===== config.mk =====
export PLATFORM = sky130hd
export DESIGN_NAME = axi_rd_arbiter_flat
export DESIGN_NICKNAME = d
export VERILOG_FILES = /design/src/rtl/axi_rd_arbiter_if.sv /design/src/rtl/axi_rd_arbiter.sv /design/src/flat_wrapper.sv
export SDC_FILE = /design/constraint.sdc
export NUM_CORES = 1
export LEC_CHECK = 0
export ABC_AREA = 1
export BUFFER_PORTS_ARGS = -buffer_cell sky130_fd_sc_hd__buf_2
export CORE_AREA = 2 2 190 192
export DETAILED_ROUTE_END_ITERATION = 7
export DIE_AREA = 0 0 192 194
export GPL_ROUTABILITY_DRIVEN = 0
export GPL_TIMING_DRIVEN = 0
export PLACE_DENSITY = 0.62
export SKIP_LAST_GASP = 1
export SYNTH_ARGS = -nofsm -noshare
export SYNTH_HDL_FRONTEND = slang
export SYNTH_SLANG_ARGS = --single-unit

===== constraint.sdc =====
create_clock -name clk -period 5 [get_ports clk]
set_clock_uncertainty 0.2 [all_clocks]
set_input_delay 0.5 -clock clk [delete_from_list [all_inputs] [get_ports clk]]
set_output_delay 0.5 -clock clk [all_outputs]
set_load 0.02 [all_outputs]

===== src/rtl/axi_rd_arbiter_if.sv =====
// Bundle of requester-side handshakes and the AXI AR/R channel pair
// used by the read arbiter. The master modport is the arbiter's view,
// the slave modport is the view of whatever surrounds it.
interface axi_rd_arbiter_if;
  // icache requester
  logic         icache_req;
  logic         icache_uncache;
  logic [31:0]  icache_addr;
  logic         icache_addr_ready;
  logic         icache_data_ready;
  logic [127:0] icache_rdata;
  // dcache requester
  logic         dcache_rd_req;
  logic [31:0]  dcache_rd_addr;
  logic         dcache_rd_rdy;
  logic         dcache_ret_valid;
  logic [127:0] dcache_ret_data;
  // uncached data requester
  logic         uncache_rd_req;
  logic [2:0]   uncache_rd_size;
  logic [31:0]  uncache_rd_addr;
  logic         uncache_rd_rdy;
  logic         uncache_ret_valid;
  logic [31:0]  uncache_ret_data;
  // AXI AR channel
  logic [3:0]   arid;
  logic [31:0]  araddr;
  logic [7:0]   arlen;
  logic [2:0]   arsize;
  logic [1:0]   arburst;
  logic         arvalid;
  logic         arready;
  // AXI R channel
  logic [3:0]   rid;
  logic [31:0]  rdata;
  logic [1:0]   rresp;
  logic         rlast;
  logic         rvalid;
  logic         rready;
  // FSM state, for observation only
  logic [1:0]   dbg_state;

  modport master (
    input  icache_req, icache_uncache, icache_addr,
    output icache_addr_ready, icache_data_ready, icache_rdata,
    input  dcache_rd_req, dcache_rd_addr,
    output dcache_rd_rdy, dcache_ret_valid, dcache_ret_data,
    input  uncache_rd_req, uncache_rd_size, uncache_rd_addr,
    output uncache_rd_rdy, uncache_ret_valid, uncache_ret_data,
    output arid, araddr, arlen, arsize, arburst, arvalid,
    input  arready,
    input  rid, rdata, rresp, rlast, rvalid,
    output rready,
    output dbg_state
  );

  modport slave (
    output icache_req, icache_uncache, icache_addr,
    input  icache_addr_ready, icache_data_ready, icache_rdata,
    output dcache_rd_req, dcache_rd_addr,
    input  dcache_rd_rdy, dcache_ret_valid, dcache_ret_data,
    output uncache_rd_req, uncache_rd_size, uncache_rd_addr,
    input  uncache_rd_rdy, uncache_ret_valid, uncache_ret_data,
    input  arid, araddr, arlen, arsize, arburst, arvalid,
    output arready,
    output rid, rdata, rresp, rlast, rvalid,
    input  rready,
    input  dbg_state
  );
endinterface


===== src/rtl/axi_rd_arbiter.sv =====
// Read-side scheduler sharing one AXI AR/R channel pair among the icache,
// the dcache and the uncached data path. One read is outstanding at a time:
// IDLE -> AR -> R -> DONE -> IDLE.
//
// Handshake semantics: a requester raises req with a stable payload and
// holds both until its rdy (addr_ready) is seen high in the same cycle;
// the transfer happens on that clock edge. AR follows AXI: the payload is
// stable while arvalid is high and transfers on arvalid && arready. R beats
// transfer on rvalid && rready. Return strobes are single-cycle pulses and
// need no acknowledge.
module axi_rd_arbiter #(
  parameter logic [3:0] ICACHE_ID  = 4'd0,
  parameter logic [3:0] DCACHE_ID  = 4'd1,
  parameter logic [3:0] UNCACHE_ID = 4'd2
) (
  input  logic            clk,
  input  logic            reset,
  axi_rd_arbiter_if.master bus
);

  typedef enum logic [1:0] {
    S_IDLE = 2'd0,
    S_AR   = 2'd1,
    S_R    = 2'd2,
    S_DONE = 2'd3
  } state_t;

  localparam logic [1:0] SRC_IC = 2'd0;
  localparam logic [1:0] SRC_DC = 2'd1;
  localparam logic [1:0] SRC_UC = 2'd2;

  state_t        r_state;
  state_t        w_next;
  logic [1:0]    r_src;
  logic [31:0]   r_addr;
  logic [2:0]    r_size;
  logic          r_uncached;
  logic [127:0]  r_buf;
  logic [2:0]    r_cnt;

  logic          w_idle;
  logic          w_gnt_ic;
  logic          w_gnt_dc;
  logic          w_gnt_uc;
  logic          w_grant;
  logic [3:0]    w_id;
  logic          w_beat_ok;
  logic          w_in_ar;

  // Fixed-priority grant, uncache > dcache > icache, only while idle and out of reset
  always_comb begin
    w_idle   = (r_state == S_IDLE) && !reset;
    w_gnt_uc = w_idle && bus.uncache_rd_req;
    w_gnt_dc = w_idle && bus.dcache_rd_req && !bus.uncache_rd_req;
    w_gnt_ic = w_idle && bus.icache_req && !bus.dcache_rd_req && !bus.uncache_rd_req;
    w_grant  = w_gnt_uc || w_gnt_dc || w_gnt_ic;
  end

  // AXI id of the latched source and acceptance of a matching R beat
  always_comb begin
    w_id = ICACHE_ID;
    if (r_src == SRC_UC) begin
      w_id = UNCACHE_ID;
    end else if (r_src == SRC_DC) begin
      w_id = DCACHE_ID;
    end
    w_beat_ok = (r_state == S_R) && bus.rvalid && (bus.rid == w_id);
  end

  // State register
  always_ff @(posedge clk or posedge reset) begin
    if (reset) begin
      r_state <= S_IDLE;
    end else begin
      r_state <= w_next;
    end
  end

  // Next-state logic
  always_comb begin
    w_next = r_state;
    case (r_state)
      S_IDLE: if (w_grant) w_next = S_AR;
      S_AR:   if (bus.arready) w_next = S_R;
      S_R:    if (w_beat_ok && bus.rlast) w_next = S_DONE;
      S_DONE: w_next = S_IDLE;
      default: w_next = S_IDLE;
    endcase
  end

  // Request latch on grant, line buffer fill on accepted beats
  always_ff @(posedge clk or posedge reset) begin
    if (reset) begin
      r_src      <= SRC_IC;
      r_addr     <= 32'd0;
      r_size     <= 3'd0;
      r_uncached <= 1'b0;
      r_buf      <= 128'd0;
      r_cnt      <= 3'd0;
    end else if (w_grant) begin
      r_buf <= 128'd0;
      r_cnt <= 3'd0;
      if (w_gnt_uc) begin
        r_src      <= SRC_UC;
        r_addr     <= bus.uncache_rd_addr;
        r_size     <= bus.uncache_rd_size;
        r_uncached <= 1'b1;
      end else if (w_gnt_dc) begin
        r_src      <= SRC_DC;
        r_addr     <= bus.dcache_rd_addr;
        r_size     <= 3'd2;
        r_uncached <= 1'b0;
      end else begin
        r_src      <= SRC_IC;
        r_addr     <= bus.icache_addr;
        r_size     <= 3'd2;
        r_uncached <= bus.icache_uncache;
      end
    end else if (w_beat_ok && (r_cnt < 3'd4)) begin
      // beats past the fourth are consumed but never stored
      r_buf[{r_cnt[1:0], 5'b00000} +: 32] <= bus.rdata;
      r_cnt <= r_cnt + 3'd1;
    end
  end

  // AR/R channel outputs; AR payload is forced to zero outside the AR state
  always_comb begin
    w_in_ar     = (r_state == S_AR);
    bus.arvalid = w_in_ar;
    bus.araddr  = 32'd0;
    bus.arlen   = 8'd0;
    bus.arsize  = 3'd0;
    bus.arburst = 2'b00;
    bus.arid    = 4'd0;
    if (w_in_ar) begin
      bus.araddr  = r_uncached ? r_addr : {r_addr[31:4], 4'h0};
      bus.arlen   = r_uncached ? 8'd0 : 8'd3;
      bus.arsize  = r_size;
      bus.arburst = 2'b01;
      bus.arid    = w_id;
    end
    bus.rready    = (r_state == S_R);
    bus.dbg_state = r_state;
  end

  // Requester-side outputs: grants, return pulses from the DONE state, buffered data
  always_comb begin
    bus.uncache_rd_rdy    = w_gnt_uc;
    bus.dcache_rd_rdy     = w_gnt_dc;
    bus.icache_addr_ready = w_gnt_ic;
    bus.uncache_ret_valid = (r_state == S_DONE) && (r_src == SRC_UC);
    bus.dcache_ret_valid  = (r_state == S_DONE) && (r_src == SRC_DC);
    bus.icache_data_ready = (r_state == S_DONE) && (r_src == SRC_IC);
    bus.icache_rdata      = r_buf;
    bus.dcache_ret_data   = r_buf;
    bus.uncache_ret_data  = r_buf[31:0];
  end

endmodule


===== src/flat_wrapper.sv =====
// flat-port wrapper written by rule: the top's interface ports become plain ports
module axi_rd_arbiter_flat 
#(
  parameter logic [3:0] ICACHE_ID  = 4'd0,
  parameter logic [3:0] DCACHE_ID  = 4'd1,
  parameter logic [3:0] UNCACHE_ID = 4'd2
)
  (clk, reset, bus_icache_req, bus_icache_uncache, bus_icache_addr, bus_icache_addr_ready, bus_icache_data_ready, bus_icache_rdata, bus_dcache_rd_req, bus_dcache_rd_addr, bus_dcache_rd_rdy, bus_dcache_ret_valid, bus_dcache_ret_data, bus_uncache_rd_req, bus_uncache_rd_size, bus_uncache_rd_addr, bus_uncache_rd_rdy, bus_uncache_ret_valid, bus_uncache_ret_data, bus_arid, bus_araddr, bus_arlen, bus_arsize, bus_arburst, bus_arvalid, bus_arready, bus_rid, bus_rdata, bus_rresp, bus_rlast, bus_rvalid, bus_rready, bus_dbg_state);
  axi_rd_arbiter_if bus_i ();
  input  logic clk;
  input  logic reset;
  input wire logic [$bits(bus_i.icache_req)-1:0] bus_icache_req;
  input wire logic [$bits(bus_i.icache_uncache)-1:0] bus_icache_uncache;
  input wire logic [$bits(bus_i.icache_addr)-1:0] bus_icache_addr;
  output wire logic [$bits(bus_i.icache_addr_ready)-1:0] bus_icache_addr_ready;
  output wire logic [$bits(bus_i.icache_data_ready)-1:0] bus_icache_data_ready;
  output wire logic [$bits(bus_i.icache_rdata)-1:0] bus_icache_rdata;
  input wire logic [$bits(bus_i.dcache_rd_req)-1:0] bus_dcache_rd_req;
  input wire logic [$bits(bus_i.dcache_rd_addr)-1:0] bus_dcache_rd_addr;
  output wire logic [$bits(bus_i.dcache_rd_rdy)-1:0] bus_dcache_rd_rdy;
  output wire logic [$bits(bus_i.dcache_ret_valid)-1:0] bus_dcache_ret_valid;
  output wire logic [$bits(bus_i.dcache_ret_data)-1:0] bus_dcache_ret_data;
  input wire logic [$bits(bus_i.uncache_rd_req)-1:0] bus_uncache_rd_req;
  input wire logic [$bits(bus_i.uncache_rd_size)-1:0] bus_uncache_rd_size;
  input wire logic [$bits(bus_i.uncache_rd_addr)-1:0] bus_uncache_rd_addr;
  output wire logic [$bits(bus_i.uncache_rd_rdy)-1:0] bus_uncache_rd_rdy;
  output wire logic [$bits(bus_i.uncache_ret_valid)-1:0] bus_uncache_ret_valid;
  output wire logic [$bits(bus_i.uncache_ret_data)-1:0] bus_uncache_ret_data;
  output wire logic [$bits(bus_i.arid)-1:0] bus_arid;
  output wire logic [$bits(bus_i.araddr)-1:0] bus_araddr;
  output wire logic [$bits(bus_i.arlen)-1:0] bus_arlen;
  output wire logic [$bits(bus_i.arsize)-1:0] bus_arsize;
  output wire logic [$bits(bus_i.arburst)-1:0] bus_arburst;
  output wire logic [$bits(bus_i.arvalid)-1:0] bus_arvalid;
  input wire logic [$bits(bus_i.arready)-1:0] bus_arready;
  input wire logic [$bits(bus_i.rid)-1:0] bus_rid;
  input wire logic [$bits(bus_i.rdata)-1:0] bus_rdata;
  input wire logic [$bits(bus_i.rresp)-1:0] bus_rresp;
  input wire logic [$bits(bus_i.rlast)-1:0] bus_rlast;
  input wire logic [$bits(bus_i.rvalid)-1:0] bus_rvalid;
  output wire logic [$bits(bus_i.rready)-1:0] bus_rready;
  output wire logic [$bits(bus_i.dbg_state)-1:0] bus_dbg_state;
  assign bus_i.icache_req = bus_icache_req;
  assign bus_i.icache_uncache = bus_icache_uncache;
  assign bus_i.icache_addr = bus_icache_addr;
  assign bus_icache_addr_ready = bus_i.icache_addr_ready;
  assign bus_icache_data_ready = bus_i.icache_data_ready;
  assign bus_icache_rdata = bus_i.icache_rdata;
  assign bus_i.dcache_rd_req = bus_dcache_rd_req;
  assign bus_i.dcache_rd_addr = bus_dcache_rd_addr;
  assign bus_dcache_rd_rdy = bus_i.dcache_rd_rdy;
  assign bus_dcache_ret_valid = bus_i.dcache_ret_valid;
  assign bus_dcache_ret_data = bus_i.dcache_ret_data;
  assign bus_i.uncache_rd_req = bus_uncache_rd_req;
  assign bus_i.uncache_rd_size = bus_uncache_rd_size;
  assign bus_i.uncache_rd_addr = bus_uncache_rd_addr;
  assign bus_uncache_rd_rdy = bus_i.uncache_rd_rdy;
  assign bus_uncache_ret_valid = bus_i.uncache_ret_valid;
  assign bus_uncache_ret_data = bus_i.uncache_ret_data;
  assign bus_arid = bus_i.arid;
  assign bus_araddr = bus_i.araddr;
  assign bus_arlen = bus_i.arlen;
  assign bus_arsize = bus_i.arsize;
  assign bus_arburst = bus_i.arburst;
  assign bus_arvalid = bus_i.arvalid;
  assign bus_i.arready = bus_arready;
  assign bus_i.rid = bus_rid;
  assign bus_i.rdata = bus_rdata;
  assign bus_i.rresp = bus_rresp;
  assign bus_i.rlast = bus_rlast;
  assign bus_i.rvalid = bus_rvalid;
  assign bus_rready = bus_i.rready;
  assign bus_dbg_state = bus_i.dbg_state;
  axi_rd_arbiter #(.ICACHE_ID(ICACHE_ID), .DCACHE_ID(DCACHE_ID), .UNCACHE_ID(UNCACHE_ID)) u_core (.clk(clk), .reset(reset), .bus(bus_i));
endmodule

==> results of run 1 <==
==> sequential cells by signal, indices dropped and copies added (netlist names) <==
signal	cells
u_core.bus.dcache_ret_data	128
u_core.r_src	2
u_core.bus.dbg_state	2
u_core.r_addr	32
u_core.r_cnt	3
u_core.r_uncached	1
u_core.r_size	3
==> power by group through the flow <==
stage                     logic (µW)  registers, µW  clock network (µW)
after global placement          3030           1880                   0
after global routing            3380           1900                1470
after CTS                       3080           1870                1410
final                           3090           1860                1390
after floorplan                 2010           1920                   0
after detailed placement        3070           1890                   0
==> cell families (layout without fill, tap and decap cells) <==
| group | Yosys count | count (layout) | share of synthesized area (%) |
|---|---|---|---|
| AO/OA/AOI/OAI | 71 | 71 | 3.56 |
| AND/OR/NAND/NOR | 821 | 821 | 34.3 |
| adder cells (fa/ha/maj) | 10 | 10 | 1.21 |
| flip-flops | 171 | 171 | 41.2 |
| buffers and inverters | 358 | 873 | 19.7 |
| other | 1 | 11 | 0.0361 |
==> per-stage QoR <==
stage / std cells / hold WS [ns] / worst slack, ns / instance area [µm²]
final: 2418 / 0.0904 / 1.62 / 14100
after global routing: 2418 / 0.0746 / 1.44 / 14100
after CTS: 2416 / 0.0768 / 1.60 / 14100
after detailed placement: 2383 / 0.280 / 1.91 / 13400
after global placement: 2382 / 0.275 / -0.931 / 13400
after floorplan: 1440 / 0.250 / 0.749 / 10400
==> cells in the mapped netlist <==
| cell | instances | area (µm²) |
|---|---|---|
| sky130_fd_sc_hd__nand3_1 | 208 | 1040 |
| sky130_fd_sc_hd__buf_4 | 171 | 1280 |
| sky130_fd_sc_hd__ha_1 | 10 | 125 |
| sky130_fd_sc_hd__clkbuf_1 | 50 | 188 |
| sky130_fd_sc_hd__nand4_1 | 38 | 238 |
| sky130_fd_sc_hd__conb_1 | 1 | 3.75 |
| sky130_fd_sc_hd__nor2_4 | 3 | 33.8 |
| sky130_fd_sc_hd__nor2_1 | 109 | 409 |
| sky130_fd_sc_hd__buf_1 | 3 | 11.3 |
| sky130_fd_sc_hd__buf_2 | 46 | 230 |
| sky130_fd_sc_hd__o211ai_1 | 1 | 7.51 |
| sky130_fd_sc_hd__a21oi_1 | 64 | 320 |
| sky130_fd_sc_hd__clkinv_1 | 3 | 11.3 |
| sky130_fd_sc_hd__nand2_1 | 393 | 1480 |
| sky130_fd_sc_hd__nand3_2 | 1 | 10.0 |
| sky130_fd_sc_hd__a22o_1 | 2 | 17.5 |
| sky130_fd_sc_hd__inv_1 | 81 | 304 |
| sky130_fd_sc_hd__o22a_1 | 1 | 8.76 |
| sky130_fd_sc_hd__or2_2 | 2 | 12.5 |
| sky130_fd_sc_hd__o21ai_0 | 3 | 15.0 |
| sky130_fd_sc_hd__nor3_1 | 65 | 325 |
| sky130_fd_sc_hd__nor2_2 | 2 | 12.5 |
| sky130_fd_sc_hd__inv_2 | 4 | 15.0 |
| sky130_fd_sc_hd__dfrtp_1 | 171 | 4280 |
==> routing by layer <==
metal / up-vias / wire length [µm] / track usage, %
met5: - / 13 / 0
met4: 2 / 1610 / 8.76
met3: 92 / 3420 / 4.02
met2: 542 / 21200 / 40.0
met1: 5345 / 16800 / 26.9
li1: 5439 / - / -
==> cell type report <==
cell class              count  area [µm²]  share of cell area (%)
clock inverters            15         191                    1.36
flip-flops and latches    171        4280                    30.4
repair buffers            483        2440                    17.4
plain buffers             270        1710                    12.2
clock buffers              17         425                    3.03
well taps                 461         577                    4.10
multi-input cells         911        4090                    29.1
diodes                      2        5.00                  0.0356
inverters                  88         338                    2.40
==> path summary, 6_finish.rpt <==
kind / start / end / slack (ns)
worst max-delay path: reset / bus_dcache_rd_rdy / 1.62
worst min-delay path: bus_uncache_rd_size[0] / u_core.r_size[0] / 0.09
worst max register to register: u_core.r_cnt[0] / u_core.bus.dcache_ret_data[4] / 1.81
worst min register to register: u_core.r_addr[7] / u_core.r_addr[7] / 0.30
max in group asynchronous: reset / u_core.bus.dcache_ret_data[36] / 3.23
min in group asynchronous: reset / u_core.r_size[0] / 0.41
==> timing repair <==
item                                    CTS  global route
hold buffers                              1             0
endpoints found under the hold margin    40             0
setup buffers                             0             0
endpoints found under the setup margin    0             0
==> impl_metrics.sql, run 1 <==
INSERT INTO impl_metrics (metric_group, metric, value, unit) VALUES
('die', 'core_region_area', '35200', 'µm²'),
('finish', 'final_util', '39.9', '%'),
('hold_path', 'min_path_type', 'input pin to register', ''),
('drt', 'vias', '11420', ''),
('pwr', 'internal_dissipation', '3320', 'µW'),
('sta', 'setup_viol', '0', ''),
('pwr', 'max-vdd-ir-drop', '242', 'µV'),
('pwr', 'power.clock.fraction', '21.9', '%'),
('setup_path', 'critPathCaptureType', 'primary output', ''),
('drt', 'routed_via_density', '4.72', ''),
('cts', 'tritoncts', 'done', ''),
('cts', 'cts_inserted_buffers', '17', ''),
('setup_path', 'crit_top_cell', 'sky130_fd_sc_hd__buf_2', ''),
('drt', 'detailedRoute.firstPassIterationCount', '8', ''),
('grt', 'grt_overflow_total', '0', ''),
('die', 'chipWidth', '192', 'µm'),
('die', 'core.rowCount', '69', ''),
('place', 'hpwlAfterDp', '34600', 'µm'),
('drt', 'drc', '0', ''),
('setup_path', 'critPathBufInv', '5', ''),
('cts', 'clock_tree.buffer_depth', '2', ''),
('die', 'io_pins', '493', ''),
('setup_path', 'worst_path_dominant_cell_family', 'buffers and inverters', ''),
('setup_path', 'path_cells', 'dlygate4sd3_1 -> buf_2 -> inv_8 -> nand3_1 -> nor2_1 -> buf_2 -> buf_2', ''),
('drt', 'drt_iter0_drc', '808', ''),
('sta', 'setup_repair_after_global_routing_missed_its_margin', 'no', ''),
('job', 'max_cap_violations', '0', ''),
('cts', 'clk_sink_count', '171', ''),
('synth', 'syn_inst', '1432', ''),
('sta', 'min_period_over_period', '67.6', '%'),
('place', 'placement.io_buffers', '481', ''),
('pwr', 'power.static_leakage', '0.00885', 'µW'),
('pwr', 'p_sw', '3010', 'µW'),
('sta', 'worstMarginPinSlew', '0.791', 'ns'),
('synth', 'seq_area_frac_synth', '41.2', '%'),
('synth', 'syn-mean-instance-area', '7.25', 'µm²'),
('setup_path', 'crit_slowest_cell', 'sky130_fd_sc_hd__dlygate4sd3_1', ''),
('drt', 'wl_per_cell', '17.8', 'µm'),
('hold_path', 'whs_path_depth', '2', ''),
('cts', 'worst_setup_hold_path_clk_slew', '0.08', 'ns'),
('sta', 'setup_tns', '0', 'ns'),
('run_status', 'status', 'finished, final reports clean', ''),
('setup_path', 'worstPathMaxFanout', '44', ''),
('cts', 'clk_latency', '0.44', 'ns'),
('finish', 'syn_to_final_growth', '35.5', '%'),
('setup_path', 'timing.critical_path.depth', '7', ''),
('synth', 'ys_types', '24', ''),
('setup_path', 'cp_data_required_time', '4.30', 'ns'),
('finish', 'layout_common_cells', 'sky130_fd_sc_hd__buf_2 (527), sky130_fd_sc_hd__nand2_1 (393), sky130_fd_sc_hd__nand3_1 (208), sky130_fd_sc_hd__buf_4 (171), sky130_fd_sc_hd__dfrtp_1 (171)', ''),
('grt', 'antenna_violations_before_repair', '4', ''),
('die', 'design.die.area', '37200', 'µm²'),
('cts', 'cts_repair_resize_count', '0', ''),
('sta', 'slew_headroom', '47.3', '%'),
('synth', 'synth-seq-cells', '171', ''),
('pwr', 'p_per_area', '451', 'nW/µm²'),
('setup_path', 'count_of_cells_along_the_worst_register_to_register_path', '10', ''),
('sta', 'max_freq', '296', 'MHz'),
('grt', 'track_usage', '22.5', '%'),
('pwr', 'comb_power_share', '48.8', '%'),
('synth', 'netlist_area', '10400', 'µm²'),
('setup_path', 'max_stage_delay', '0.54', 'ns'),
('pwr', 'netSwitchingFraction', '47.6', '%'),
('sta', 'maxSlewViolCount', '0', ''),
('setup_path', 'crit_arrival', '2.68', 'ns'),
('setup_path', 'worstSetupPathType', 'input pin to primary output', ''),
('grt', 'number_of_global_route_vias_before_repair', '10895', ''),
('grt', 'pin_count_of_the_biggest_net_entering_global_routing', '132', ''),
('setup_path', 'crit_path_start_kind', 'input pin', ''),
('sta', 'hold_viol_final', '0', ''),
('finish', 'final.fill_count', '3718', ''),
('cts', 'cts_htree_levels', '4', ''),
('drt', 'wirelength', '43100', 'µm'),
('grt', 'first_pass_grt_wire_length', '63500', 'µm'),
('finish', 'most_common_library_cell_in_the_layout_ignoring_fill_and_taps', 'sky130_fd_sc_hd__buf_2', ''),
('die', 'effective_utilization_at_floorplan', '29.5', '%'),
('die', 'die_y', '194', 'µm'),
('finish', 'layout_cell_share_with_drive_strength_beyond_1', '38.0', '%'),
('pwr', 'share_seq_of_total_power', '29.3', '%'),
('synth', 'synth.yosys.warnings', '0', ''),
('cts', 'cell_at_the_root_of_the_clock_tree', 'sky130_fd_sc_hd__clkbuf_16', ''),
('sta', 'finalCriticalPeriod', '3.38', 'ns'),
('drt', 'detail-route-antenna-nets', '0', ''),
('finish', 'num-nets-final', '2098', ''),
('pwr', 'post-layout-total-power', '6340', 'µW');
No activity file was read; power rests on OpenSTA's default activity.
==> run 2, diff against run 1 <==
--- a/config.mk
+++ b/config.mk
@@ -5,14 +5,14 @@
 export SDC_FILE = /design/constraint.sdc
 export NUM_CORES = 1
 export LEC_CHECK = 0
-export ABC_AREA = 1
+export ABC_AREA = 0
 export BUFFER_PORTS_ARGS = -buffer_cell sky130_fd_sc_hd__buf_2
-export CORE_AREA = 2 2 190 192
+export CORE_AREA = 2 2 193 195
 export DETAILED_ROUTE_END_ITERATION = 7
-export DIE_AREA = 0 0 192 194
+export DIE_AREA = 0 0 195 197
 export GPL_ROUTABILITY_DRIVEN = 0
 export GPL_TIMING_DRIVEN = 0
-export PLACE_DENSITY = 0.62
+export PLACE_DENSITY = 0.56
 export SKIP_LAST_GASP = 1
 export SYNTH_ARGS = -nofsm -noshare
 export SYNTH_HDL_FRONTEND = slang
==> constraint.sdc (replaced) <==
create_clock -name clk -period 3.35 [get_ports clk]
set_clock_uncertainty 0.2 [all_clocks]
set_input_delay 0.335 -clock clk [delete_from_list [all_inputs] [get_ports clk]]
set_output_delay 0.335 -clock clk [all_outputs]
set_load 0.02 [all_outputs]
==> run 2 against run 1 <==
Critical path depth grew 1. Global-route usage shrank 3.9 points. Cell area shrank 7.1%. Die area grew 3.1%. Hold slack lost 0.024 ns. Register-to-register slack lost 1.6 ns. Largest power group is now registers. Critical path type is now register to register. Synthesized cell count shrank 35%. Setup slack lost 1.4 ns. Clock power grew 53%. Sequential power grew 39%.
==> impl_metrics.sql, run 2 <==
INSERT INTO impl_metrics (metric_group, metric, value, unit) VALUES
('sta', 'slew_headroom', '42.7', '%'),
('synth', 'ys_types', '43', ''),
('drt', 'detail-route-antenna-nets', '0', ''),
('cts', 'cell_at_the_root_of_the_clock_tree', 'sky130_fd_sc_hd__clkbuf_16', ''),
('synth', 'syn-mean-instance-area', '9.51', 'µm²'),
('finish', 'num-nets-final', '1646', ''),
('synth', 'netlist_area', '8900', 'µm²'),
('pwr', 'max-vdd-ir-drop', '372', 'µV'),
('sta', 'setup_viol', '0', ''),
('grt', 'first_pass_grt_wire_length', '53200', 'µm'),
('cts', 'clock_tree.buffer_depth', '2', ''),
('run_status', 'status', 'finished, final reports clean', ''),
('drt', 'detailedRoute.firstPassIterationCount', '5', ''),
('sta', 'maxSlewViolCount', '0', ''),
('sta', 'max_freq', '317', 'MHz'),
('setup_path', 'reg2reg_slack', '0.20', 'ns'),
('sta', 'hold_viol_final', '0', ''),
('drt', 'vias', '8646', ''),
('setup_path', 'crit_arrival', '3.32', 'ns'),
('die', 'chipWidth', '195', 'µm'),
('setup_path', 'worstPathMaxFanout', '10', ''),
('sta', 'setup_repair_after_global_routing_missed_its_margin', 'no', ''),
('die', 'die_y', '197', 'µm'),
('sta', 'min_period_over_period', '94.1', '%'),
('setup_path', 'crit_path_start_kind', 'register', ''),
('cts', 'worst_setup_hold_path_clk_slew', '0.08', 'ns'),
('finish', 'most_common_library_cell_in_the_layout_ignoring_fill_and_taps', 'sky130_fd_sc_hd__buf_2', ''),
('hold_path', 'endpoint_with_the_worst_hold_slack', 'u_core.r_addr[31]', ''),
('synth', 'edff_count_synth', '0', ''),
('setup_path', 'reg2reg_to', 'u_core.bus.dcache_ret_data[24]', ''),
('setup_path', 'crit-reg2reg-launch', 'u_core.bus.dbg_state[0]', ''),
('die', 'design.die.area', '38400', 'µm²'),
('hold_path', 'min_path_type', 'input pin to register', ''),
('pwr', 'p_per_area', '553', 'nW/µm²'),
('synth', 'yosysTopAreaCell', 'sky130_fd_sc_hd__dfrtp_1', ''),
('synth', 'synth-seq-cells', '171', ''),
('synth', 'post-synth-top-area-fraction', '48.1', '%'),
('drt', 'drc', '0', ''),
('finish', 'final_cell_area', '13100', 'µm²'),
('setup_path', 'cp_data_required_time', '3.51', 'ns'),
('finish', 'final_util', '36.0', '%'),
('synth', 'syn_inst', '936', ''),
('drt', 'wirelength', '36100', 'µm'),
('finish', 'layout_common_cells', 'sky130_fd_sc_hd__buf_2 (494), sky130_fd_sc_hd__buf_4 (175), sky130_fd_sc_hd__dfrtp_1 (171), sky130_fd_sc_hd__nand2_1 (133), sky130_fd_sc_hd__o21ai_0 (101)', ''),
('place', 'hpwlAfterDp', '28800', 'µm'),
('synth', 'synth.area.top_cells', 'sky130_fd_sc_hd__dfrtp_1 (48%), sky130_fd_sc_hd__buf_4 (14%), sky130_fd_sc_hd__o21ai_0 (5.7%)', ''),
('sta', 'setup_tns', '0', 'ns'),
('setup_path', 'worstSetupStartpoint', 'u_core.bus.dbg_state[0]', ''),
('job', 'max_cap_violations', '0', ''),
('setup_path', 'critPathCaptureType', 'register', ''),
('place', 'placement.io_buffers', '481', ''),
('synth', 'seq_area_frac_synth', '48.1', '%'),
('hold_path', 'worstHoldStart', 'bus_uncache_rd_addr[31]', ''),
('synth', 'synth-main-ff-cell', 'sky130_fd_sc_hd__dfrtp_1', ''),
('hold_path', 'whs_path_depth', '4', ''),
('sta', 'worstMarginPinSlew', '0.849', 'ns'),
('die', 'effective_utilization_at_floorplan', '24.5', '%'),
('die', 'core_region_area', '36300', 'µm²'),
('finish', 'layout_cell_share_with_drive_strength_beyond_1', '47.8', '%'),
('die', 'io_pins', '493', ''),
('die', 'core.rowCount', '70', ''),
('finish', 'number_of_flip_flops_under_the_largest_register_name', '128', ''),
('grt', 'grt_overflow_total', '0', ''),
('grt', 'track_usage', '18.6', '%'),
('setup_path', 'worstSetupPathType', 'register to register', ''),
('grt', 'pin_count_of_the_biggest_net_entering_global_routing', '40', ''),
('cts', 'clk_sink_count', '171', ''),
('cts', 'cts_htree_levels', '4', ''),
('cts', 'clk_latency', '0.44', 'ns'),
('cts', 'cts_inserted_buffers', '17', ''),
('sta', 'finalCriticalPeriod', '3.15', 'ns'),
('synth', 'synth.yosys.warnings', '0', ''),
('drt', 'drt_iter0_drc', '294', ''),
('synth', 'asyncSetResetFlopFracSynth', '100', '%'),
('synth', 'netlist_top_cells_count', 'sky130_fd_sc_hd__buf_4 (171), sky130_fd_sc_hd__dfrtp_1 (171), sky130_fd_sc_hd__nand2_1 (133)', ''),
('pwr', 'power.static_leakage', '0.00748', 'µW'),
('grt', 'number_of_global_route_vias_before_repair', '8652', ''),
('place', 'placed_area', '12000', 'µm²'),
('setup_path', 'count_of_cells_along_the_worst_register_to_register_path', '8', ''),
('grt', 'antenna_violations_before_repair', '1', ''),
('finish', 'count_of_antenna_diodes_in_the_layout', '0', ''),
('cts', 'tritoncts', 'done', ''),
('drt', 'wl_per_cell', '18.3', 'µm'),
('finish', 'syn_to_final_growth', '46.7', '%'),
('drt', 'routed_via_density', '4.39', '');
[run 2: kinds of logic (layout without fill, tap and decap cells)]
group	count (synthesis)	count (layout)	share of synthesized area, %
xor gates and xnor gates	4	4	0.562
muxes	33	33	3.73
adders and majority gates	10	10	1.41
buffers and inverters	240	799	17.5
other	1	9	0.0421
and+or+nand+nor	236	236	12.3
AOI/OAI and AO/OA	241	241	16.4
DFF	171	171	48.1
[run 2: cell type report]
type	count	area (µm²)
clock buffer	18	439
buffer	228	1520
clock inverter	14	183
inverter	12	48.8
timing repair buffer	527	2900
fill	3791	23200
multi-input combinational	533	3110
sequential	171	4280
tap	468	586
[run 2: timing repair]
item	in CTS	in global routing
pin swaps	1	0
gates resized for setup	2	5
hold endpoints to repair	87	0
setup buffers	4	0
endpoints found under the setup margin	82	13
hold buffers	38	0
[run 2: metrics by stage]
step                std cells  setup WS [ns]  power [µW]  hold slack [ns]
finish                   1971          0.198        7220           0.0659
global route             1971        0.00181        7630           0.0731
CTS                      1971         0.0624        7330           0.0445
detailed placement       1897         -0.267        5130            0.258
global placement         1893         -0.739        5080            0.251
floorplan                 944          0.632        4140            0.242
[run 2: how the worst max path moves through the flow]
stage | end | slack, ns | cells after the start
2_1_floorplan | u_core.bus.dbg_state[0] | 0.63 | 1
3_3_place_gp | u_core.bus.dcache_ret_data[87] | -0.74 | 2
3_5_place_dp | u_core.bus.dcache_ret_data[49] | -0.27 | 8
4_1_cts | u_core.bus.dcache_ret_data[40] | 0.06 | 9
5_1_grt | u_core.bus.dcache_ret_data[70] | 0.002 | 8
6_report | u_core.bus.dcache_ret_data[24] | 0.20 | 8
[run 2: where the power goes]
group | switching [µW] | internal, µW | total, µW | leakage, µW
Clock | 913 | 1210 | 2120 | 0.000300
Combinational | 1570 | 941 | 2510 | 0.00486
Sequential | 231 | 2350 | 2580 | 0.00232
[run 2: worst max-delay path, stage by stage, from the launching register on]
cell and delay (ns):
sky130_fd_sc_hd__dfrtp_1 0.44, sky130_fd_sc_hd__inv_1 0.11, sky130_fd_sc_hd__ha_1 0.35, sky130_fd_sc_hd__nand4bb_1 0.39
sky130_fd_sc_hd__nor2_2 0.32, sky130_fd_sc_hd__nand3_1 0.23, sky130_fd_sc_hd__or4_4 0.62, sky130_fd_sc_hd__buf_2 0.24
sky130_fd_sc_hd__o21ai_1 0.16
[run 2: per-layer routing]
metal / GRT usage (%) / up-vias / share of wire (%)
li1: - / 4104 / -
met1: 21.6 / 4154 / 41
met2: 34.9 / 358 / 53
met3: 3.83 / 28 / 5.6
met4: 4.69 / 2 / 1.2
met5: 0 / - / 0.030
